File: src/rtl/bp_pkg.sv
// Shared types and constants for the branch-predictor update scheduler.
package bp_pkg;

    localparam int unsigned PC_WIDTH     = 32;
    localparam int unsigned GSHARE_WIDTH = 8;
    localparam int unsigned PHT_LEN      = 1 << GSHARE_WIDTH;

    localparam logic [1:0] PHT_WEAK_TAKEN = 2'b10;

    typedef enum logic {
        BPS_INIT = 1'b0,
        BPS_RUN  = 1'b1
    } bp_state_t;

    typedef struct packed {
        logic [PC_WIDTH-1:0] pc;
        logic                taken;
    } bp_upd_entry_t;

endpackage

File: src/rtl/bp_upd_fifo.sv
// In-order update queue: up to two writes (older slot first) and one read per cycle.
module bp_upd_fifo
    import bp_pkg::*;
#(
    parameter int DEPTH = 4
) (
    input  logic                      clk,
    input  logic                      rst,
    input  logic                      flush,
    input  logic                      wr_first_en,
    input  bp_upd_entry_t             wr_first,
    input  logic                      wr_second_en,
    input  bp_upd_entry_t             wr_second,
    input  logic                      rd_en,
    output bp_upd_entry_t             rd_head,
    output logic [$clog2(DEPTH):0]    count,
    output logic [$clog2(DEPTH):0]    free_slots
);

    localparam int PW = $clog2(DEPTH);
    localparam int CW = PW + 1;

    bp_upd_entry_t  mem_q [DEPTH];
    bp_upd_entry_t  mem_d [DEPTH];
    logic [PW-1:0]  wr_ptr_q, wr_ptr_d;
    logic [PW-1:0]  rd_ptr_q, rd_ptr_d;
    logic [CW-1:0]  count_q, count_d;
    logic [1:0]     n_push;
    logic [PW-1:0]  wr_ptr_nx;
    logic [PW-1:0]  second_idx;

    always_comb begin
        n_push     = {1'b0, wr_first_en} + {1'b0, wr_second_en};
        wr_ptr_nx  = wr_ptr_q + PW'(1);
        // A lone younger update takes the next free entry, leaving no hole.
        second_idx = wr_first_en ? wr_ptr_nx : wr_ptr_q;
    end

    always_comb begin
        mem_d    = mem_q;
        wr_ptr_d = wr_ptr_q;
        rd_ptr_d = rd_ptr_q;
        count_d  = count_q;
        if (flush) begin
            wr_ptr_d = '0;
            rd_ptr_d = '0;
            count_d  = '0;
        end else begin
            if (wr_first_en) begin
                mem_d[wr_ptr_q] = wr_first;
            end
            if (wr_second_en) begin
                mem_d[second_idx] = wr_second;
            end
            wr_ptr_d = wr_ptr_q + PW'(n_push);
            rd_ptr_d = rd_en ? (rd_ptr_q + PW'(1)) : rd_ptr_q;
            count_d  = count_q + CW'(n_push) - CW'(rd_en);
        end
    end

    always_ff @(posedge clk or posedge rst) begin
        if (rst) begin
            mem_q    <= '{default: '0};
            wr_ptr_q <= '0;
            rd_ptr_q <= '0;
            count_q  <= '0;
        end else begin
            mem_q    <= mem_d;
            wr_ptr_q <= wr_ptr_d;
            rd_ptr_q <= rd_ptr_d;
            count_q  <= count_d;
        end
    end

    assign rd_head    = mem_q[rd_ptr_q];
    assign count      = count_q;
    assign free_slots = CW'(DEPTH) - count_q;

endmodule

File: src/rtl/bp_update_sched.sv
// Serialises dual resolved-branch updates onto one predictor port and sequences PHT init sweeps.
//   state    | meaning
//   BPS_INIT | sweeping init_idx over every PHT entry, inputs blocked
//   BPS_RUN  | accepting updates into the queue and draining one per cycle
module bp_update_sched #(
    parameter int unsigned GSHARE_WIDTH = bp_pkg::GSHARE_WIDTH,
    parameter int          FIFO_DEPTH   = 4
) (
    input  logic                          clk,
    input  logic                          reset,
    input  logic                          in_valid_first,
    input  logic [bp_pkg::PC_WIDTH-1:0]   in_pc_first,
    input  logic                          in_taken_first,
    input  logic                          in_valid_second,
    input  logic [bp_pkg::PC_WIDTH-1:0]   in_pc_second,
    input  logic                          in_taken_second,
    output logic                          in_ready,
    input  logic                          init_req,
    output logic                          upd_valid,
    output logic [bp_pkg::PC_WIDTH-1:0]   upd_pc,
    output logic                          upd_taken,
    output logic                          init_valid,
    output logic [GSHARE_WIDTH-1:0]       init_idx,
    output logic                          busy
);

    import bp_pkg::*;

    localparam int CW = $clog2(FIFO_DEPTH) + 1;

    bp_state_t               state_q, state_d;
    logic [GSHARE_WIDTH-1:0] init_idx_q, init_idx_d;

    logic          push_first, push_second, fifo_flush, fifo_pop;
    bp_upd_entry_t entry_first, entry_second, head;
    logic [CW-1:0] fifo_count, free_slots;

    assign entry_first  = '{pc: in_pc_first,  taken: in_taken_first};
    assign entry_second = '{pc: in_pc_second, taken: in_taken_second};

    bp_upd_fifo #(
        .DEPTH (FIFO_DEPTH)
    ) u_fifo (
        .clk          (clk),
        .rst          (reset),
        .flush        (fifo_flush),
        .wr_first_en  (push_first),
        .wr_first     (entry_first),
        .wr_second_en (push_second),
        .wr_second    (entry_second),
        .rd_en        (fifo_pop),
        .rd_head      (head),
        .count        (fifo_count),
        .free_slots   (free_slots)
    );

    always_ff @(posedge clk or posedge reset) begin
        if (reset) begin
            state_q    <= BPS_INIT;
            init_idx_q <= '0;
        end else begin
            state_q    <= state_d;
            init_idx_q <= init_idx_d;
        end
    end

    always_comb begin
        state_d    = state_q;
        init_idx_d = init_idx_q;
        case (state_q)
            BPS_INIT: begin
                if (init_req) begin
                    init_idx_d = '0;
                end else if (&init_idx_q) begin
                    state_d    = BPS_RUN;
                    init_idx_d = '0;
                end else begin
                    init_idx_d = init_idx_q + GSHARE_WIDTH'(1);
                end
            end
            BPS_RUN: begin
                if (init_req) begin
                    state_d    = BPS_INIT;
                    init_idx_d = '0;
                end
            end
            default: begin
                state_d    = BPS_INIT;
                init_idx_d = '0;
            end
        endcase
    end

    always_comb begin
        init_valid  = (state_q == BPS_INIT);
        in_ready    = (state_q == BPS_RUN) && (free_slots >= CW'(2));
        upd_valid   = (state_q == BPS_RUN) && (fifo_count != '0);
        upd_pc      = upd_valid ? head.pc : '0;
        upd_taken   = upd_valid & head.taken;
        busy        = (state_q == BPS_INIT) || (fifo_count != '0);
        // The head presented during a flush cycle still counts as delivered.
        fifo_pop    = upd_valid;
        fifo_flush  = (state_q == BPS_RUN) && init_req;
        push_first  = in_ready && in_valid_first  && !init_req;
        push_second = in_ready && in_valid_second && !init_req;
    end

    assign init_idx = init_idx_q;

endmodule
File: config.mk
export PLATFORM = sky130hd
export DESIGN_NAME = bp_update_sched
export DESIGN_NICKNAME = d
export VERILOG_FILES = /design/src/rtl/bp_pkg.sv /design/src/rtl/bp_upd_fifo.sv /design/src/rtl/bp_update_sched.sv
export SDC_FILE = /design/constraint.sdc
export NUM_CORES = 1
export LEC_CHECK = 0
export BUFFER_PORTS_ARGS = -buffer_cell sky130_fd_sc_hd__buf_2
export CORE_MARGIN = 5
export CORE_UTILIZATION = 40
export DETAILED_ROUTE_END_ITERATION = 12
export GPL_TIMING_DRIVEN = 0
export PLACE_DENSITY = 0.65
export SLEW_MARGIN = 5
export SYNTH_ARGS = -nofsm -noshare
export SYNTH_HDL_FRONTEND = slang
export SYNTH_SLANG_ARGS = --single-unit
File: constraint.sdc
create_clock -name clk -period 5.57 [get_ports clk]
set_input_delay 0.557 -clock clk [delete_from_list [all_inputs] [get_ports clk]]
set_output_delay 0.557 -clock clk [all_outputs]
set_load 0.02 [all_outputs]
* Word level (Yosys, flattened, before mapping)
Index checks and enable logic that the tools add are counted.
Widths: inputs -> output; s select.
** Word-level totals
- Output and inout bits :: 45
- RAM bits :: 0
- Register bits :: 148
- Logic and storage cells :: 73
- Latch bits :: 0
- ROM bits :: 0
- Bits of input ports :: 71
- Memories :: 0
** Operators by class
- Reduce and logical (&&, ||, !) cells :: 14
- Bitwise logic cells :: 5
- Add/sub/neg operators :: 8
- Equality and inequality tests :: 1
- Shift operators :: 0
- Multiplexer cells :: 26
- $lt $le $gt $ge :: 6
- Divide/modulo/power cells :: 0
- Multipliers :: 0
** Operators by type and width (count)
- $mux 132 :: 3
- $bwmux 132 :: 2
- $demux 33 s2 :: 2
- $mux 33 :: 4
- $bmux 33 s2 :: 1
- $mux 32 :: 1
- $mux 8 :: 3
- $pmux 8 s2 :: 1
- $ge 3x3->1 const B :: 3
- $logic_and 1x1->1 :: 9
- $not 2->3 :: 3
- $add 8x1->8 const B :: 1
- $mux 2 :: 4
- $reduce_and 8->1 :: 1
- $lt 3x1->1 const B :: 2
- $add 2x1->2 const B :: 2
- $add 3x2->3 :: 1
- $ge 3x2->1 const B :: 1
- $mux 1 :: 3
- $mux 3 :: 1
- $reduce_bool 3->1 :: 1
- $sub 3x1->3 :: 1
- $sub 3x3->3 const A :: 1
- $add 1x1->2 :: 1
- 8 further kinds :: 8

* Longest topological paths before layout
- Word-level depth :: 13
- Gate-level depth with buffers :: 15
- Mapped depth without buffers :: 13

* Cells and area by module
A second synthesis with hierarchy kept.
** Second synthesis, totals
- Cell total of the unflattened synthesis :: 873
- Area, all modules :: 8483.1 um2
** Modules (own cells, without submodules)
- bp_upd_fifo :: instances 1, seq. area each 3478.3 um2, cells an instance 780, area an instance 7737.4 um2
- bp_update_sched :: instances 1, seq. area each 225.2 um2, cells an instance 93, area an instance 745.7 um2

* Worst setup path after synthesis
No wires, ideal clock.
- Path type :: reg2reg
- Start :: reg u_fifo.count_q[0] (netlist: u_fifo.count[0])
- End :: reg u_fifo.count_q[2] (netlist: u_fifo.count[2])
- Setup slack :: 2.437 ns
- Buffers on the path :: 2
- Cell stages (with the launch flop) :: 16
- Data required time :: 5.438 ns
- Arrival time :: 3.001 ns
- Setup time :: 0.132 ns
- Clock period less this slack :: 3.133 ns
- Cells stage by stage :: dfrtp_1 inv_1 ha_1 ha_1 or3b_1 nand3_1 buf_4 buf_2 inv_1 ha_1 inv_1 ha_1 fa_1 xnor2_1 xnor2_1 nor2_1
** Between the ends
- Cells in the longest elaborated chain, start to end :: 9
- Elaborated cells between the ends (all ways) :: 13
- Classes of those cells :: add/sub: 4; order compare: 1; mux: 1; reduce/logical: 7
** RTL lines
- start, declared :: RTL line bp_upd_fifo.sv:27 : logic [CW-1:0] count_q, count_d;
- start signal, assigned :: RTL line bp_upd_fifo.sv:71 : count_q <= count_d;
- $sub 3x3->3 :: RTL line bp_upd_fifo.sv:77 : assign free_slots = CW'(DEPTH) - count_q;
- $ge 3x2->1 :: RTL line bp_update_sched.sv:96 : in_ready = (state_q == BPS_RUN) && (free_slots >= CW'(2));
- $logic_and 1x1->1 :: RTL line bp_update_sched.sv:96
- $logic_and 1x1->1, on equally long branches (2 in series) :: RTL line bp_update_sched.sv:104, bp_update_sched.sv:105
- $add 1x1->2 :: RTL line bp_upd_fifo.sv:33 : n_push = {1'b0, wr_first_en} + {1'b0, wr_second_en};
- $add 3x2->3 :: RTL line bp_upd_fifo.sv:57 : count_d = count_q + CW'(n_push) - CW'(rd_en);
- $sub 3x1->3 (*) :: RTL line bp_upd_fifo.sv:57
- $mux 3 (*) :: RTL line bp_upd_fifo.sv:44 : if (flush) begin
- via u_fifo.count_d[2] :: RTL line bp_upd_fifo.sv:27
Mark *: on every way through the listed nets, which the timed path passes. The rest lies on a longest branch.
A chain may end at the register's enable or synchronous reset.

* Final worst setup path
Same ends and word-level chain as after synthesis.

==> impl_metrics.csv <==
group,metric,value,unit
timing,period_share,67.3,%
routing,ant_nets,0,
routing,drtIter0Drc,800,
hold_path,hold_class,"in2async",
setup_path,cpMaxStageDelayCell,"clkbuf_1",
timing,fin_crit,3.75,ns
floorplan,coreArea,0.0218,mm2
yosys,yosys_warnings,0,
run,cap_violations,0,
setup_path,worstPathRequired,5.86,ns
yosys,synth_edf_count,0,
setup_path,startpoint_type,"register",
routing,detail_route.first_pass.iterations,7,
timing,slew_viol_final,0,
yosys,synth_area_leaders,"dfrtp_1 42%, mux4_2 8.4%, o221a_2 8.3%, mux2_4 5.1%, a31oi_1 4.8%",
yosys,synth_ff_type,"dfrtp_1",
clock_network,post_cts_resized,0,
clock_network,cts_root_buf,"clkbuf_16",
timing,tightestPinTransition,0.844,ns
floorplan,die_y,159,um
timing,rsz0062_at_grt,"no",
yosys,synth-seq-cells,148,
routing,routed_wl,28900,um
setup_path,slowest_delay,0.63,ns
yosys,synth_commonest_cells,"148 x dfrtp_1, 79 x nor2_1, 74 x nand2_1",
pwr,p_per_area,314,mW/mm2
floorplan,io_pins,116,
yosys,avgSynthCellArea,10.6,um2
timing,finalHoldViolCount,0,
floorplan,start_util,40.5,%
floorplan,die-width,159,um
yosys,synth-async-reset-ratio,100,%
place,io_buffers,115,
setup_path,crit_buf_inv,3,
timing,hold_slack,0.102,ns
timing,max_freq,0.267,GHz
routing,routedWlPerCell,22.9,um
place,dp_hpwl,19600,um
final_layout,n_antenna_cell,0,
clock_network,clk_pin_slew,0.06,ns
yosys,synth_area,0.00885,mm2
global_routing,antenna_found_initial,0,
routing,vias,7483,
global_routing,first_global_vias,8004,
routing,drcViolationCount,0,
setup_path,arrival,4.04,ns
routing,drt-vias-per-instance,5.94,
global_routing,overflow,0,
place,place_congestion,0.845,
final_layout,area_delta_synth_final,17.9,%
global_routing,grt_pass1_wl,45300,um
clock_network,cts_buffers,17,
global_routing,grt_usage,22.6,%
setup_path,cp_cell_sequence,"inv_1 -> ha_1 -> ha_1 -> nor3b_4 -> nor2_2 -> clkbuf_1 -> ha_1 -> inv_1 -> ha_1 -> fa_1 -> xnor2_1 -> xnor2_1 -> nor2_1",
yosys,syn_nets,918,
timing,skew,0.00688,ns
yosys,ys_seq_area_share,41.9,%
setup_path,crit_type,"reg2reg",
final_layout,final_cells,1259,
clock_network,cts_setup_buffers,0,
pwr,p_leak,0.00485,uW
place,post-place-cells,1229,
floorplan,rows,54,
yosys,synth_area_leader_cell,"dfrtp_1",
yosys,synth_cell_types,53,
place,dp_slack,1.87,ns
global_routing,grt_max_degree,110,
setup_path,cp_top_family,"adder cells",
floorplan,die_area,0.0252,mm2
clock_network,clk_latency,0.43,ns
clock_network,ctsHtreeMaxLevel,4,
timing,maxSlewHeadroom,43.6,%
yosys,synth_cells,833,
setup_path,cpMostUsedCell,"ha_1",
clock_network,cts_max_path_buffers,2,
setup_path,setup.worst_path.end_class,"register",
final_layout,layout.nets,1053,
yosys,yosysMostFrequentCell,"dfrtp_1",
clock_network,postCtsHoldBufs,0,
final_layout,drive_gt1_share,37.8,%
timing,finalSetupViolations,0,
run_status,status,"finished, final reports clean",
clock_network,cts_tree,"done",
final_layout,fill_cells,2044,
clock_network,clock-sinks,148,
timing,finalWorstSetupSlack,1.82,ns
yosys,synth_top_area_share,41.9,%
setup_path,crit_fanout,10,
pwr,peakVddDrop,0.203,mV
kinds of logic after synthesis:
kind of cell / synth area share (%)
buffers and inverters: 6.77
adders and majority gates: 2.06
AOI/OAI and AO/OA: 18.1
DFF: 41.9
and+or+nand+nor: 15.9
muxes: 14.3
xor gates and xnor gates: 0.990
per-layer routing:
metal	track usage, %	share of wire [%]	up-vias
li1	-	-	3345
met1	31.1	44	3713
met2	34.9	46	374
met3	5.62	8.1	51
met4	7.90	2.2	0
met5	0	0	-
state kept, by name, indices dropped and copies added, names as in the netlist:
name / cells
init_idx: 8
state_q: 1
u_fifo.count: 3
u_fifo.mem_q: 132
u_fifo.rd_ptr_q: 2
u_fifo.wr_ptr_q: 2
per-stage QoR:
step	cell area (um2)	setup TNS, ns	utilization (%)	total power (uW)
2_1_floorplan	8850	0	-	1780
3_3_place_gp	9770	-122.24	44.8	2030
4_1_cts	10400	0	47.8	3280
3_5_place_dp	9810	0	44.9	2040
5_1_grt	10400	0	47.8	3410
6_report	10400	0	47.8	3280
placed cells by master, fill, tap and decap left out, types with 17 or more instances in the layout:
cell type and count:
a31oi_1 68, clkbuf_1 35, clkbuf_16 17, o221a_2 65, nand2_1 74, nor2_1 79
a221oi_1 30, mux4_2 33, inv_1 43, dfrtp_1 148, mux2_4 30, or2_2 33
nor3_1 31, buf_2 144, and2_1 34
where the power goes:
group / total (uW) / internal [uW] / leakage [uW] / switching [uW]
registers: 1200 / 1150 / 0.00190 / 48.8
clock network: 1240 / 782 / 0.000302 / 461
logic: 829 / 329 / 0.00265 / 500
total: 3280 / 2270 / 0.00485 / 1010
final cells by class:
type	count	area [um2]	share of cell area (%)
Clock buffer	22	474	4.55
Sequential cell	148	3700	35.5
Buffer	80	434	4.16
Clock inverter	8	150	1.44
Multi-Input combinational cell	561	4540	43.6
Tap cell	280	350	3.36
Timing Repair Buffer	116	603	5.78
Inverter	44	173	1.66
final timing paths:
| kind | start | cells past startpoint | endpoint | slack [ns] |
|---|---|---|---|---|
| max | u_fifo.count[0]$_DFF_PP0_ | 13 | u_fifo.count[2]$_DFF_PP0_ | 1.82 |
| min | reset | 2 | init_idx[2]$_DFFE_PP0P_ | 0.10 |
| max reg2reg | u_fifo.count[0]$_DFF_PP0_ | 13 | u_fifo.count[2]$_DFF_PP0_ | 1.82 |
| min reg2reg | init_idx[7]$_DFFE_PP0P_ | 1 | init_idx[7]$_DFFE_PP0P_ | 0.53 |
| max in group asynchronous | reset | 3 | u_fifo.mem_q[81]$_DFFE_PP0N_ | 4.60 |
| min in group clk | in_pc_second[12] | 2 | u_fifo.mem_q[13]$_DFFE_PP0N_ | 0.40 |
No activity file was read; power rests on OpenSTA's default activity.
